File: config.mk
export PLATFORM = sky130hd
export DESIGN_NAME = obstacle_scheduler_flat
export DESIGN_NICKNAME = d
export VERILOG_FILES = /design/src/rtl/obstacle_scheduler_if.sv /design/src/rtl/obstacle_scheduler.sv /design/src/flat_wrapper.sv
export SDC_FILE = /design/constraint.sdc
export NUM_CORES = 1
export LEC_CHECK = 0
export BUFFER_PORTS_ARGS = -buffer_cell sky130_fd_sc_hd__buf_2
export CAP_MARGIN = 15
export CORE_UTILIZATION = 50
export DETAILED_ROUTE_END_ITERATION = 12
export GPL_ROUTABILITY_DRIVEN = 0
export HOLD_SLACK_MARGIN = 0.1
export PLACE_DENSITY = 0.68
export RECOVER_POWER = 50
export SETUP_SLACK_MARGIN = 0.5
export SYNTH_ARGS = -nofsm -noshare
export SYNTH_HDL_FRONTEND = slang
export SYNTH_SLANG_ARGS = --single-unit
File: constraint.sdc
create_clock -name clk -period 4.6 [get_ports clk]
set_input_delay 1.38 -clock clk [delete_from_list [all_inputs] [get_ports clk]]
set_output_delay 1.38 -clock clk [all_outputs]
set_load 0.03 [all_outputs]
File: src/rtl/obstacle_scheduler_if.sv
// Bundle between the frame/game control side and the obstacle scheduler.
// The master drives the tick and game-state controls; the slave returns obstacle state.
interface obstacle_scheduler_if #(
    parameter int NUM_SLOTS = 3
);
    logic                   frame_tick;
    logic                   run;
    logic                   clear;
    logic [NUM_SLOTS-1:0]   obs_active;
    logic [10*NUM_SLOTS-1:0] obs_xpos;
    logic [4:0]             speed;
    logic                   spawn_pulse;
    logic                   passed_pulse;
    logic [15:0]            passed_count;

    modport master (
        output frame_tick, run, clear,
        input  obs_active, obs_xpos, speed, spawn_pulse, passed_pulse, passed_count
    );

    modport slave (
        input  frame_tick, run, clear,
        output obs_active, obs_xpos, speed, spawn_pulse, passed_pulse, passed_count
    );
endinterface

File: src/rtl/obstacle_scheduler.sv
// Spawns, advances and retires runner-game obstacles once per frame tick,
// with LFSR-randomised spawn gaps and a saturating speed ramp.
module obstacle_scheduler #(
    parameter int          NUM_SLOTS     = 3,
    parameter int          X_SPAWN       = 800,
    parameter int          X_DESPAWN     = 150,
    parameter int          V_INIT        = 6,
    parameter int          V_MAX         = 15,
    parameter int          GAP_MIN       = 40,
    parameter int          GAP_MASK      = 63,
    parameter int          SPEEDUP_EVERY = 256,
    parameter logic [15:0] LFSR_SEED     = 16'hACE1
) (
    input  logic clk,
    input  logic rst_n,
    obstacle_scheduler_if.slave bus
);

    localparam logic [15:0] LFSR_MASK = 16'hB400;

    logic [NUM_SLOTS-1:0] active_q, active_d;
    logic [9:0]           xpos_q [NUM_SLOTS];
    logic [9:0]           xpos_d [NUM_SLOTS];
    logic [4:0]           speed_q, speed_d;
    logic [15:0]          gapCnt_q, gapCnt_d;
    logic [15:0]          tickCnt_q, tickCnt_d;
    logic [15:0]          lfsr_q, lfsr_d;
    logic                 spawnPulse_q, spawnPulse_d;
    logic                 passedPulse_q, passedPulse_d;
    logic [15:0]          passedCount_q, passedCount_d;

    logic [10:0]          retireLimit;
    logic [2:0]           retiredCount;
    logic [16:0]          passedSum;
    logic                 slotFound;

    always_ff @(posedge clk or negedge rst_n) begin
        if (!rst_n) begin
            active_q      <= '0;
            for (int i = 0; i < NUM_SLOTS; i++) xpos_q[i] <= 10'(X_SPAWN);
            speed_q       <= 5'(V_INIT);
            gapCnt_q      <= 16'(GAP_MIN);
            tickCnt_q     <= '0;
            lfsr_q        <= LFSR_SEED;
            spawnPulse_q  <= 1'b0;
            passedPulse_q <= 1'b0;
            passedCount_q <= '0;
        end else begin
            active_q      <= active_d;
            for (int i = 0; i < NUM_SLOTS; i++) xpos_q[i] <= xpos_d[i];
            speed_q       <= speed_d;
            gapCnt_q      <= gapCnt_d;
            tickCnt_q     <= tickCnt_d;
            lfsr_q        <= lfsr_d;
            spawnPulse_q  <= spawnPulse_d;
            passedPulse_q <= passedPulse_d;
            passedCount_q <= passedCount_d;
        end
    end

    // Every decision below looks only at _q values, so retire, spawn, ramp and LFSR are order-free.
    always_comb begin
        active_d      = active_q;
        for (int i = 0; i < NUM_SLOTS; i++) xpos_d[i] = xpos_q[i];
        speed_d       = speed_q;
        gapCnt_d      = gapCnt_q;
        tickCnt_d     = tickCnt_q;
        lfsr_d        = lfsr_q;
        spawnPulse_d  = 1'b0;
        passedPulse_d = 1'b0;
        passedCount_d = passedCount_q;
        retireLimit   = 11'(X_DESPAWN) + {6'd0, speed_q};
        retiredCount  = '0;
        passedSum     = '0;
        slotFound     = 1'b0;

        if (bus.clear) begin
            active_d      = '0;
            for (int i = 0; i < NUM_SLOTS; i++) xpos_d[i] = 10'(X_SPAWN);
            speed_d       = 5'(V_INIT);
            gapCnt_d      = 16'(GAP_MIN);
            tickCnt_d     = '0;
            passedCount_d = '0;
        end else if (bus.frame_tick && bus.run) begin
            for (int i = 0; i < NUM_SLOTS; i++) begin
                if (active_q[i]) begin
                    if ({1'b0, xpos_q[i]} < retireLimit) begin
                        active_d[i]  = 1'b0;
                        xpos_d[i]    = 10'(X_SPAWN);
                        retiredCount = retiredCount + 3'd1;
                    end else begin
                        xpos_d[i] = xpos_q[i] - {5'd0, speed_q};
                    end
                end
            end
            passedSum     = {1'b0, passedCount_q} + {14'd0, retiredCount};
            passedCount_d = passedSum[16] ? 16'hFFFF : passedSum[15:0];
            passedPulse_d = (retiredCount != 3'd0);

            // A blocked spawn leaves the gap at zero so it is retried on the next tick.
            if (gapCnt_q != 16'd0) begin
                gapCnt_d = gapCnt_q - 16'd1;
            end else begin
                for (int i = 0; i < NUM_SLOTS; i++) begin
                    if (!slotFound && !active_q[i]) begin
                        slotFound   = 1'b1;
                        active_d[i] = 1'b1;
                        xpos_d[i]   = 10'(X_SPAWN);
                    end
                end
                if (slotFound) begin
                    gapCnt_d     = 16'(GAP_MIN) + {10'd0, lfsr_q[5:0] & 6'(GAP_MASK)};
                    spawnPulse_d = 1'b1;
                end
            end

            lfsr_d = {1'b0, lfsr_q[15:1]} ^ (lfsr_q[0] ? LFSR_MASK : 16'h0000);

            if (tickCnt_q == 16'(SPEEDUP_EVERY - 1)) begin
                tickCnt_d = '0;
                if (speed_q < 5'(V_MAX)) speed_d = speed_q + 5'd1;
            end else begin
                tickCnt_d = tickCnt_q + 16'd1;
            end
        end
    end

    always_comb begin
        bus.obs_xpos = '0;
        for (int i = 0; i < NUM_SLOTS; i++) bus.obs_xpos[10*i +: 10] = xpos_q[i];
    end

    assign bus.obs_active   = active_q;
    assign bus.speed        = speed_q;
    assign bus.spawn_pulse  = spawnPulse_q;
    assign bus.passed_pulse = passedPulse_q;
    assign bus.passed_count = passedCount_q;

endmodule
File: src/flat_wrapper.sv
// flat-port wrapper written by rule: the top's interface ports become plain ports
module obstacle_scheduler_flat 
#(
    parameter int          NUM_SLOTS     = 3,
    parameter int          X_SPAWN       = 800,
    parameter int          X_DESPAWN     = 150,
    parameter int          V_INIT        = 6,
    parameter int          V_MAX         = 15,
    parameter int          GAP_MIN       = 40,
    parameter int          GAP_MASK      = 63,
    parameter int          SPEEDUP_EVERY = 256,
    parameter logic [15:0] LFSR_SEED     = 16'hACE1
)
  (clk, rst_n, bus_frame_tick, bus_run, bus_clear, bus_obs_active, bus_obs_xpos, bus_speed, bus_spawn_pulse, bus_passed_pulse, bus_passed_count);
  obstacle_scheduler_if #(.NUM_SLOTS(NUM_SLOTS)) bus_i ();
  input  logic clk;
  input  logic rst_n;
  input wire logic [$bits(bus_i.frame_tick)-1:0] bus_frame_tick;
  input wire logic [$bits(bus_i.run)-1:0] bus_run;
  input wire logic [$bits(bus_i.clear)-1:0] bus_clear;
  output wire logic [$bits(bus_i.obs_active)-1:0] bus_obs_active;
  output wire logic [$bits(bus_i.obs_xpos)-1:0] bus_obs_xpos;
  output wire logic [$bits(bus_i.speed)-1:0] bus_speed;
  output wire logic [$bits(bus_i.spawn_pulse)-1:0] bus_spawn_pulse;
  output wire logic [$bits(bus_i.passed_pulse)-1:0] bus_passed_pulse;
  output wire logic [$bits(bus_i.passed_count)-1:0] bus_passed_count;
  assign bus_i.frame_tick = bus_frame_tick;
  assign bus_i.run = bus_run;
  assign bus_i.clear = bus_clear;
  assign bus_obs_active = bus_i.obs_active;
  assign bus_obs_xpos = bus_i.obs_xpos;
  assign bus_speed = bus_i.speed;
  assign bus_spawn_pulse = bus_i.spawn_pulse;
  assign bus_passed_pulse = bus_i.passed_pulse;
  assign bus_passed_count = bus_i.passed_count;
  obstacle_scheduler #(.NUM_SLOTS(NUM_SLOTS), .X_SPAWN(X_SPAWN), .X_DESPAWN(X_DESPAWN), .V_INIT(V_INIT), .V_MAX(V_MAX), .GAP_MIN(GAP_MIN), .GAP_MASK(GAP_MASK), .SPEEDUP_EVERY(SPEEDUP_EVERY), .LFSR_SEED(LFSR_SEED)) u_core (.clk(clk), .rst_n(rst_n), .bus(bus_i));
endmodule
==> results of run 1 <==
area by class of cell:
class	instances	share of cell area (%)
clock buffers	12	3.313
clock inverters	4	0.7232
inverters	27	1.463
multi-input cells	546	49.80
flip-flops and latches	104	35.39
well taps	168	2.825
repair buffers	88	6.492
cell families (layout without fill, tap and decap cells):
| logic type | count (synthesis) | count (layout) | synth area share (%) |
|---|---|---|---|
| AOI/OAI and AO/OA | 185 | 185 | 19.36 |
| xor gates and xnor gates | 25 | 25 | 3.501 |
| adders and majority gates | 44 | 44 | 9.202 |
| buffers and inverters | 47 | 131 | 2.940 |
| DFF | 104 | 104 | 42.03 |
| muxes | 6 | 6 | 0.9802 |
| and+or+nand+nor | 286 | 286 | 21.98 |
registers in the layout (all words and copies together), names as in the netlist:
signal                   count
u_core.tickCnt_q            16
u_core.gapCnt_q             16
u_core.bus.obs_xpos         30
u_core.bus.passed_pulse      1
u_core.bus.obs_active        3
u_core.lfsr_q               16
u_core.bus.speed             5
u_core.bus.passed_count     16
u_core.bus.spawn_pulse       1
power groups by stage:
stage / Clock (mW) / Combinational, mW / Sequential, mW
2_1_floorplan: 0 / 0.0753 / 0.985
3_3_place_gp: 0 / 0.130 / 0.980
3_5_place_dp: 0 / 0.134 / 0.982
4_1_cts: 0.800 / 0.135 / 0.965
5_1_grt: 0.830 / 0.151 / 0.968
6_report: 0.782 / 0.134 / 0.965
per-layer routing:
layer	routed length, um	vias up	share of wire (%)
met1	7227	2715	46
met4	329	0	2.1
met5	0	-	0
li1	-	2656	-
met2	7471	161	47
met3	706	37	4.5
worst max-delay path, cell delays in order, from the launching register on:
cell      delay (ps)
dfstp_4          650
inv_8             40
ha_4             170
xor2_4           210
ha_4             230
a21oi_2          110
o21ai_1           80
maj3_2           320
a31o_4           260
inv_2             60
ha_4             200
nand2_4           70
o21ai_4           70
buf_4            170
xor2_2           150
ha_2             200
inv_1             60
fa_2             360
nor2b_2          150
o21ai_2           90
or3_4            440
buf_6            160
a311oi_2         220
worst max path at each step:
stage                                          from                                 endpoint  slack [ps]
floorplan           u_core.bus.speed[1]$_DFFE_PN1P_  u_core.bus.passed_count[15]$_DFFE_PN0P_          50
global placement    u_core.bus.speed[1]$_DFFE_PN1P_  u_core.bus.passed_count[15]$_DFFE_PN0P_          30
detailed placement  u_core.bus.speed[1]$_DFFE_PN1P_  u_core.bus.passed_count[15]$_DFFE_PN0P_         -60
CTS                 u_core.bus.speed[1]$_DFFE_PN1P_  u_core.bus.passed_count[11]$_DFFE_PN0P_         100
global route        u_core.bus.speed[1]$_DFFE_PN1P_  u_core.bus.passed_count[11]$_DFFE_PN0P_        -150
finish              u_core.bus.speed[1]$_DFFE_PN1P_  u_core.bus.passed_count[13]$_DFFE_PN0P_          50
Yosys cell counts, types with 3 or more instances:
cell type	count	area (um^2)
a211oi_1	8	60.06
a21o_1	7	52.55
a21oi_1	35	175.2
a22o_1	7	61.31
a311oi_1	4	35.03
a31oi_1	7	43.79
and2_1	8	50.05
and3_1	14	87.58
buf_1	3	11.26
clkbuf_1	16	60.06
dfrtp_1	83	2077
dfstp_2	21	551.8
fa_1	4	80.08
ha_1	38	475.5
inv_1	26	97.59
mux2i_1	5	50.05
nand2_1	96	360.4
nand2b_1	8	50.05
nand3_1	22	110.1
nand4_1	4	25.02
nor2_1	68	255.2
nor2b_1	8	50.05
nor3_1	19	95.09
nor3b_1	3	22.52
nor4_1	4	25.02
o211ai_1	4	30.03
o21a_1	6	45.04
o21ai_0	65	325.3
o21bai_1	4	30.03
o31a_1	3	26.28
o31ai_1	6	45.04
o41ai_1	3	26.28
or2_2	5	31.28
or3_1	10	62.56
or4_1	5	37.54
xnor2_1	15	131.4
xor2_1	10	87.58
through the flow:
step	total power, mW	cell area (um^2)	setup WS, ps
2_1_floorplan	1.060	6405	48.92
3_3_place_gp	1.110	6955	28.07
5_1_grt	1.949	7440	-150.4
4_1_cts	1.899	7352	102.2
3_5_place_dp	1.116	6955	-55.33
6_report	1.881	7440	54.14
timing repair:
item / in CTS / in global routing
pin swaps: 15 / 7
setup buffers: 6 / 5
setup endpoints to repair: 16 / 16
gates resized for setup: 11 / 16
==> flow_summary.toml, run 1 <==
[timing]
fin_worst_hold_slack_ps = 457.1
finalMaxSlewViolations = 71
fin_setup_tns_ps = 0
worst_clock_skew_ps = 5.067
finalCritPeriodShare_pct = 98.82
fin_crit_ps = 4546
hold_viol = 0
setup_violations = 0
worstMarginPinSlew_ps = 1758
maxSlewHeadroom_pct = -17.20
rsz0062_at_grt = "true"
max_freq_mhz = 220.0

[setup_path]
critPathArrivalTime_ps = 4810
critPathMaxFanout = 6
worstReg2RegEnd = "u_core.bus.passed_count[13]$_DFFE_PN0P_"
reg2reg_from = "u_core.bus.speed[1]$_DFFE_PN1P_"
ff2ff_path_depth = 22
cp_data_required_time_ps = 4860
worst_setup_path_end_kind = "flop"
rrSetupSlack_ps = 50
crit_type = "flop to flop"
startpoint_type = "flop"

[clock_network]
worstSkewPairLatency_ps = 350
cts_made_buffers = 9
clock-sinks = 104
ctsHoldBuffers = 0
cts-root-buf = "clkbuf_16"
clk_pin_slew_ps = 70
clock_path_buffers = 2
cts_max_level = 3
cts_tree = "built"

[floorplan]
rows = 40
die_h_um = 113.8
initial_core_util_pct = 51.64
dieArea_um2 = 12960
die_w_um = 113.8
io_pins = 61
core_area_um2 = 12110

[finish]
drive_above_1_share_pct = 21.38
seq_area_um2 = 2633
synthToLayoutAreaGrowth_pct = 18.94
antenna_cells = 0
fill_cells = 1045
final_cell_mix = "nand2_1, dfrtp_1, nor2_1"
fin_cells = 949
final_common_cell = "nand2_1"
fin_nets = 823
postLayoutCoreUtil_pct = 61.43
multi_input_area_um2 = 3705

[logic_synthesis]
synthCells = 697
yosysSeqAreaShare_pct = 42.03
synth_cell_types = 69
synth_ff_type = "dfrtp_1"
synth_edf_count = 0
syn_nets = 744
synth_async_sr_flop_share_pct = 100.0
syn_area_um2 = 6255
ys_seq_elements = 104
ys_warn_count = 0
syn_avg_cell_area_um2 = 8.974

[drt]
totalWireLength_um = 15730
vias = 5569
drt_first_pass_iters = 5
drt_iter0_markers = 355
wire_per_inst_um = 16.58
routed_via_density = 5.868
ant_nets = 0
drc_errors = 0

[hold_path]
hold_depth = 2
worstHoldPathType = "flop to flop"
min_to = "u_core.lfsr_q[5]$_DFFE_PN1P_"
min_from = "u_core.lfsr_q[6]$_DFFE_PN1P_"

[global_routing]
grt_max_degree = 71
grt_pass1_vias = 5297
gr-total-overflow = 0
top_usage_layer = "met2"
grtUsageMet3_pct = 3.401
antenna_found_initial = 0
grt_use_met2_pct = 42.11
grtUsageTotal_pct = 25.59
met1_usage_pct = 34.74
grt_pass1_wl_um = 26160

[place]
dpl.hpwl_um = 11180
dp_cells = 922
numPortBuffers = 60

[power]
seq_power_share_pct = 51.3
p_leak_nw = 3.391
power_density_nw_per_um2 = 252.9
clockPowerShare_pct = 41.6
switchingPower_mw = 0.4596
p_int_mw = 1.422
combPwrFrac_pct = 7.1
switching_share_pct = 24.43
ir_worst_vdd_mv = 0.1773

[job]
drv_cap = 1

[run_status]
violations = "max-capacitance violations, max-slew violations"
outcome = "finished, violations left"
(Power assumes the default switching activity.)
==> run 2: changes to the inputs <==
CTS_CLUSTER_DIAMETER = 50   (was not set)
SETUP_SLACK_MARGIN = 0.4   (was 0.5)
==> run 2 against run 1 <==
The run still ends with max-capacitance violations, max-slew violations left. Maximum frequency rose by 0.98%. Sequential share of layout area decreased by 0.25 points. Clock-buffer cell count down 1. Routed wire length up 0.25%. Core utilization rose by 0.43 points.
==> flow_summary.toml, run 2 (synthesis results as in run 1) <==
[power]
switchingPower_mw = 0.4642
ir_worst_vdd_mv = 0.1440
finalPower_mw = 1.889
p_leak_nw = 3.412
switching_share_pct = 24.57
p_int_mw = 1.425
seq_power_share_pct = 51.1
combPwrFrac_pct = 7.0
clockPowerShare_pct = 42.0
power_density_nw_per_um2 = 252.2

[floorplan]
initial_core_util_pct = 51.64
die_h_um = 113.8
dieArea_um2 = 12960
io_pins = 61
die_w_um = 113.8
rows = 40
core_area_um2 = 12110

[finish]
fin_nets = 825
synthToLayoutAreaGrowth_pct = 19.78
drive_above_1_share_pct = 21.46
final_cell_mix = "nand2_1, dfrtp_1, nor2_1"
postLayoutCoreUtil_pct = 61.86
fill_cells = 1020
antenna_cells = 0
largest_reg_flops = 30
final_common_cell = "nand2_1"

[place]
place_ws_ps = -27.44
numPortBuffers = 60
dpl.hpwl_um = 11100

[clock_network]
cts_max_level = 3
clk_pin_slew_ps = 70
clock_path_buffers = 2
cts_made_buffers = 9
cts_tree = "built"
clock-sinks = 104
cts-root-buf = "clkbuf_16"
worstSkewPairLatency_ps = 350

[setup_path]
crit_path_start = "u_core.bus.speed[1]$_DFFE_PN1P_"
critPathMaxFanout = 6
worstPathCellList = "inv_8 > ha_4 > xor2_4 > ha_4 > a21oi_2 > o21ai_1 > maj3_2 > a31o_4 > inv_2 > ha_4 > nand2_4 > o21ai_4 > ha_4 > mux2_4 > ha_4 > a21o_1 > a21o_1 > nor3b_4 > and4_4 > buf_4 > buf_4 > a311oi_2"
crit_type = "flop to flop"
cp_slowest_stage_delay_ps = 650
crit_top_cell = "ha_4"
cp.depth = 22
crit_buf_inv = 4
path_delay_family = "adder cells"
startpoint_type = "flop"
rrSetupSlack_ps = 100
cp_slowest_cell = "dfstp_4"
worstReg2RegEnd = "u_core.bus.passed_count[13]$_DFFE_PN0P_"
reg2reg_from = "u_core.bus.speed[1]$_DFFE_PN1P_"
crit_end = "u_core.bus.passed_count[13]$_DFFE_PN0P_"
critPathArrivalTime_ps = 4760
ff2ff_path_depth = 22
worst_setup_path_end_kind = "flop"
cp_data_required_time_ps = 4860

[drt]
wire_per_inst_um = 16.59
drt_first_pass_iters = 5
routed_via_density = 5.824
totalWireLength_um = 15770
drc_errors = 0
drt_iter0_markers = 412
ant_nets = 0
vias = 5539

[timing]
rsz0062_at_grt = "true"
final.setup.worst_slack_ps = 98.04
worstMarginPinSlew_ps = 2013
setup_violations = 0
maxSlewHeadroom_pct = -34.19
fin_crit_ps = 4502
finalCritPeriodShare_pct = 97.87
worst_clock_skew_ps = 7.954
max_freq_mhz = 222.1
hold_viol = 0
finalMaxSlewViolations = 81

[run_status]
violations = "max-capacitance violations, max-slew violations"
outcome = "finished, violations left"

[global_routing]
grtUsageTotal_pct = 25.11
antenna_found_initial = 0
grt_max_degree = 81
gr-total-overflow = 0
grt_pass1_vias = 5196
grt_pass1_wl_um = 25920

[job]
drv_cap = 1

[hold_path]
worstHoldPathType = "flop to flop"
min_from = "u_core.lfsr_q[7]$_DFFE_PN1P_"
==> run 2: how the worst min path moves through the flow <==
stage / slack [ps] / to / depth (start not counted)
floorplan: 430 / u_core.lfsr_q[6]$_DFFE_PN1P_ / 2
global placement: 450 / u_core.lfsr_q[5]$_DFFE_PN1P_ / 2
detailed placement: 450 / u_core.lfsr_q[7]$_DFFE_PN1P_ / 2
CTS: 460 / u_core.lfsr_q[6]$_DFFE_PN1P_ / 2
global route: 480 / u_core.lfsr_q[7]$_DFFE_PN1P_ / 2
finish: 460 / u_core.lfsr_q[6]$_DFFE_PN1P_ / 2
==> run 2: final cells by class <==
type,instances,area (um^2),area share [%]
multi-input combinational,547,3724,49.70
tap,168,210.2,2.806
clock buffer,11,242.7,3.240
sequential,104,2633,35.14
clock inverter,5,65.06,0.8684
inverter,27,108.9,1.453
timing repair buffer,89,509.2,6.797
==> run 2: what timing repair did <==
item,4_1_cts,5_1_grt
hold endpoints to repair,0,0
cloned,1,0
pin swaps,12,18
setup endpoints to repair,16,16
hold buffers,0,0
setup buffers,7,5
gates resized for setup,13,19
==> run 2: power by group through the flow <==
stage               sequential [mW]  combinational (mW)  clock (mW)
global route                  0.969               0.148       0.845
global placement              0.980               0.128           0
detailed placement            0.981               0.133           0
floorplan                     0.985              0.0753           0
finish                        0.965               0.132       0.793
CTS                           0.964               0.133       0.812
==> run 2: stage by stage <==
stage	cell area, um^2	hold slack (ps)	setup TNS, ps	instances
floorplan	6405	434.6	0	697
global placement	6955	446.1	0	922
detailed placement	6955	449.5	-27.44	922
CTS	7396	461.3	0	946
global route	7492	476.3	-194.7	951
finish	7492	457.6	0	951
==> run 2: layer usage <==
metal | part of all wire (%) | wire length [um] | track usage, %
met1 | 45 | 7099 | 34.58
met2 | 47 | 7472 | 40.12
met3 | 5.6 | 879 | 3.932
met4 | 2.0 | 322 | 9.264
met5 | 0 | 0 | 0
==> run 2: worst reg2reg max path, stage by stage (launching register included) <==
cell and delay, ps:
dfstp_4 650, inv_8 40, ha_4 170, xor2_4 190, ha_4 260, a21oi_2 120, o21ai_1 70, maj3_2 330
a31o_4 260, inv_2 60, ha_4 200, nand2_4 70, o21ai_4 80, ha_4 260, mux2_4 280, ha_4 240
a21o_1 150, a21o_1 160, nor3b_4 170, and4_4 200, buf_4 130, buf_4 120, a311oi_2 220
==> run 3: changes to the inputs <==
PLACE_DENSITY = 0.65   (was 0.68)
clock period = 5.3 ns   (was 4.6 ns; I/O delays follow)
==> run 3 against run 2 <==
The run still ends with max-capacitance violations, max-slew violations left. Critical path depth unchanged. Sequential power decreased by 13%. Clock-buffer cell count is 2 lower. Maximum frequency decreased by 3.9%. Critical endpoint is now u_core.bus.passed_count[15]$_DFFE_PN0P_. Largest cell class unchanged.
==> flow_summary.toml, run 3 (synthesis results as in run 1) <==
[run_status]
outcome = "finished, violations left"
violations = "max-capacitance violations, max-slew violations"

[finish]
synthToLayoutAreaGrowth_pct = 14.32
seq_area_um2 = 2629
final_cell_mix = "nand2_1, dfrtp_1, nor2_1"
drive_above_1_share_pct = 16.28
antenna_cells = 0
final_common_cell = "nand2_1"
multi_input_area_um2 = 3552
fin_nets = 810
fin_cells = 936
fill_cells = 1146
largest_reg_flops = 30

[clock_network]
ctsHoldBuffers = 0
cts_max_level = 3
clock-sinks = 104
cts_tree = "built"
cts-root-buf = "clkbuf_16"
clk_pin_slew_ps = 70
clock_path_buffers = 2
cts_made_buffers = 9
worstSkewPairLatency_ps = 360

[drt]
drc_errors = 0
drt_iter0_markers = 336
vias = 5502
ant_nets = 0
routed_via_density = 5.878
totalWireLength_um = 16040
drt_first_pass_iters = 4
wire_per_inst_um = 17.14

[floorplan]
die_w_um = 113.8
core_area_um2 = 12110
initial_core_util_pct = 51.64
dieArea_um2 = 12960
rows = 40
io_pins = 61
die_h_um = 113.8

[global_routing]
grtUsageTotal_pct = 25.72
antenna_found_initial = 0
grt_pass1_wl_um = 26120
grt_pass1_vias = 5201
grt_max_degree = 82
gr-total-overflow = 0

[timing]
setup_violations = 0
worst_clock_skew_ps = 10.46
fin_crit_ps = 4685
max_freq_mhz = 213.4
worstMarginPinSlew_ps = 1811
hold_viol = 0
finalCritPeriodShare_pct = 88.40
fin_setup_tns_ps = 0
maxSlewHeadroom_pct = -20.71
rsz0062_at_grt = "false"
finalMaxSlewViolations = 73

[power]
p_leak_nw = 3.293
ir_worst_vdd_mv = 0.2505
power_density_nw_per_um2 = 223.4

[hold_path]
min_from = "u_core.lfsr_q[6]$_DFFE_PN1P_"
hold_depth = 2
min_to = "u_core.lfsr_q[5]$_DFFE_PN1P_"
worstHoldPathType = "flop to flop"

[setup_path]
critPathMaxFanout = 7
reg2reg_from = "u_core.bus.speed[2]$_DFFE_PN1P_"
critPathArrivalTime_ps = 4910
ff2ff_path_depth = 22
crit_type = "flop to flop"
worst_setup_path_end_kind = "flop"
rrSetupSlack_ps = 610
cp_data_required_time_ps = 5530
startpoint_type = "flop"
worstReg2RegEnd = "u_core.bus.passed_count[15]$_DFFE_PN0P_"

[place]
dpl.hpwl_um = 11280
numPortBuffers = 60
dp_cells = 913

[job]
drv_cap = 1
run 3: cell types whose count changed in the layout (fill, tap and decap cells not counted), moves of 4 or more:
cell | before | now
buf_4 | 23 | 10
ha_1 | 32 | 36
a211oi_2 | 4 | 0
a211oi_1 | 4 | 8
inv_2 | 4 | 0
run 3: layout make-up:
cell class,instances,area share [%]
clock buffers,9,3.150
clock inverters,7,0.7349
inverters,27,1.487
multi-input cells,546,49.68
flip-flops and latches,104,36.76
well taps,168,2.940
repair buffers,75,5.249
run 3: per-stage QoR:
stage	utilization, %	power, mW	hold WS, ps	instance area [um^2]	setup WS [ps]
detailed placement	55.86	0.9670	445.1	6765	88.74
global placement	55.86	0.9623	442.7	6765	262.7
finish	59.04	1.598	452.0	7151	614.9
global route	59.04	1.654	467.0	7151	358.5
CTS	58.39	1.615	457.4	7072	416.0
floorplan	-	0.9190	434.6	6272	417.4
run 3: worst max path at each step:
stage | slack (ps) | to | cells past startpoint | startpoint
detailed placement | 90 | u_core.bus.passed_count[3]$_DFFE_PN0P_ | 20 | u_core.bus.speed[1]$_DFFE_PN1P_
global route | 360 | u_core.bus.passed_count[15]$_DFFE_PN0P_ | 22 | u_core.bus.speed[2]$_DFFE_PN1P_
global placement | 260 | u_core.bus.passed_count[11]$_DFFE_PN0P_ | 21 | u_core.bus.speed[1]$_DFFE_PN1P_
floorplan | 420 | u_core.bus.passed_count[11]$_DFFE_PN0P_ | 22 | u_core.bus.speed[1]$_DFFE_PN1P_
finish | 610 | u_core.bus.passed_count[15]$_DFFE_PN0P_ | 22 | u_core.bus.speed[2]$_DFFE_PN1P_
CTS | 420 | u_core.bus.passed_count[15]$_DFFE_PN0P_ | 22 | u_core.bus.speed[2]$_DFFE_PN1P_
run 3: where the power goes:
part / leakage [nW] / total (mW) / switching [mW] / internal (mW)
Clock: 0.137 / 0.646 / 0.323 / 0.323
Combinational: 1.78 / 0.114 / 0.0800 / 0.0336
Sequential: 1.37 / 0.838 / 0.0188 / 0.819
run 3: routing by layer:
| metal | vias up | routed length [um] | GRT usage (%) | part of all wire (%) |
|---|---|---|---|---|
| li1 | 2623 | - | - | - |
| met1 | 2719 | 7250 | 32.81 | 45 |
| met2 | 149 | 7905 | 43.33 | 49 |
| met3 | 11 | 734 | 6.057 | 4.6 |
| met4 | 0 | 154 | 8.052 | 0.96 |
| met5 | - | 0 | 0 | 0 |
run 3: what timing repair did:
item | CTS | global route
pin swaps | 1 | 8
gates resized for setup | 5 | 16
setup buffers | 1 | 4
setup endpoints to repair | 14 | 16
run 3: worst max-delay path: stages (launching register included):
cell     delay (ps)
dfstp_2         600
inv_4            50
ha_4            170
xor2_4          200
ha_1            300
o21ai_0          90
a21oi_2         180
o32ai_1         140
o31ai_2         250
inv_1           100
ha_1            300
nand2_1          90
o21ai_2          90
ha_1            340
mux2_4          280
ha_1            270
a21o_1          110
a21o_1          140
nor3b_4         300
and4_4          280
nand3_2          80
mux2i_1         150
nor2_1           50
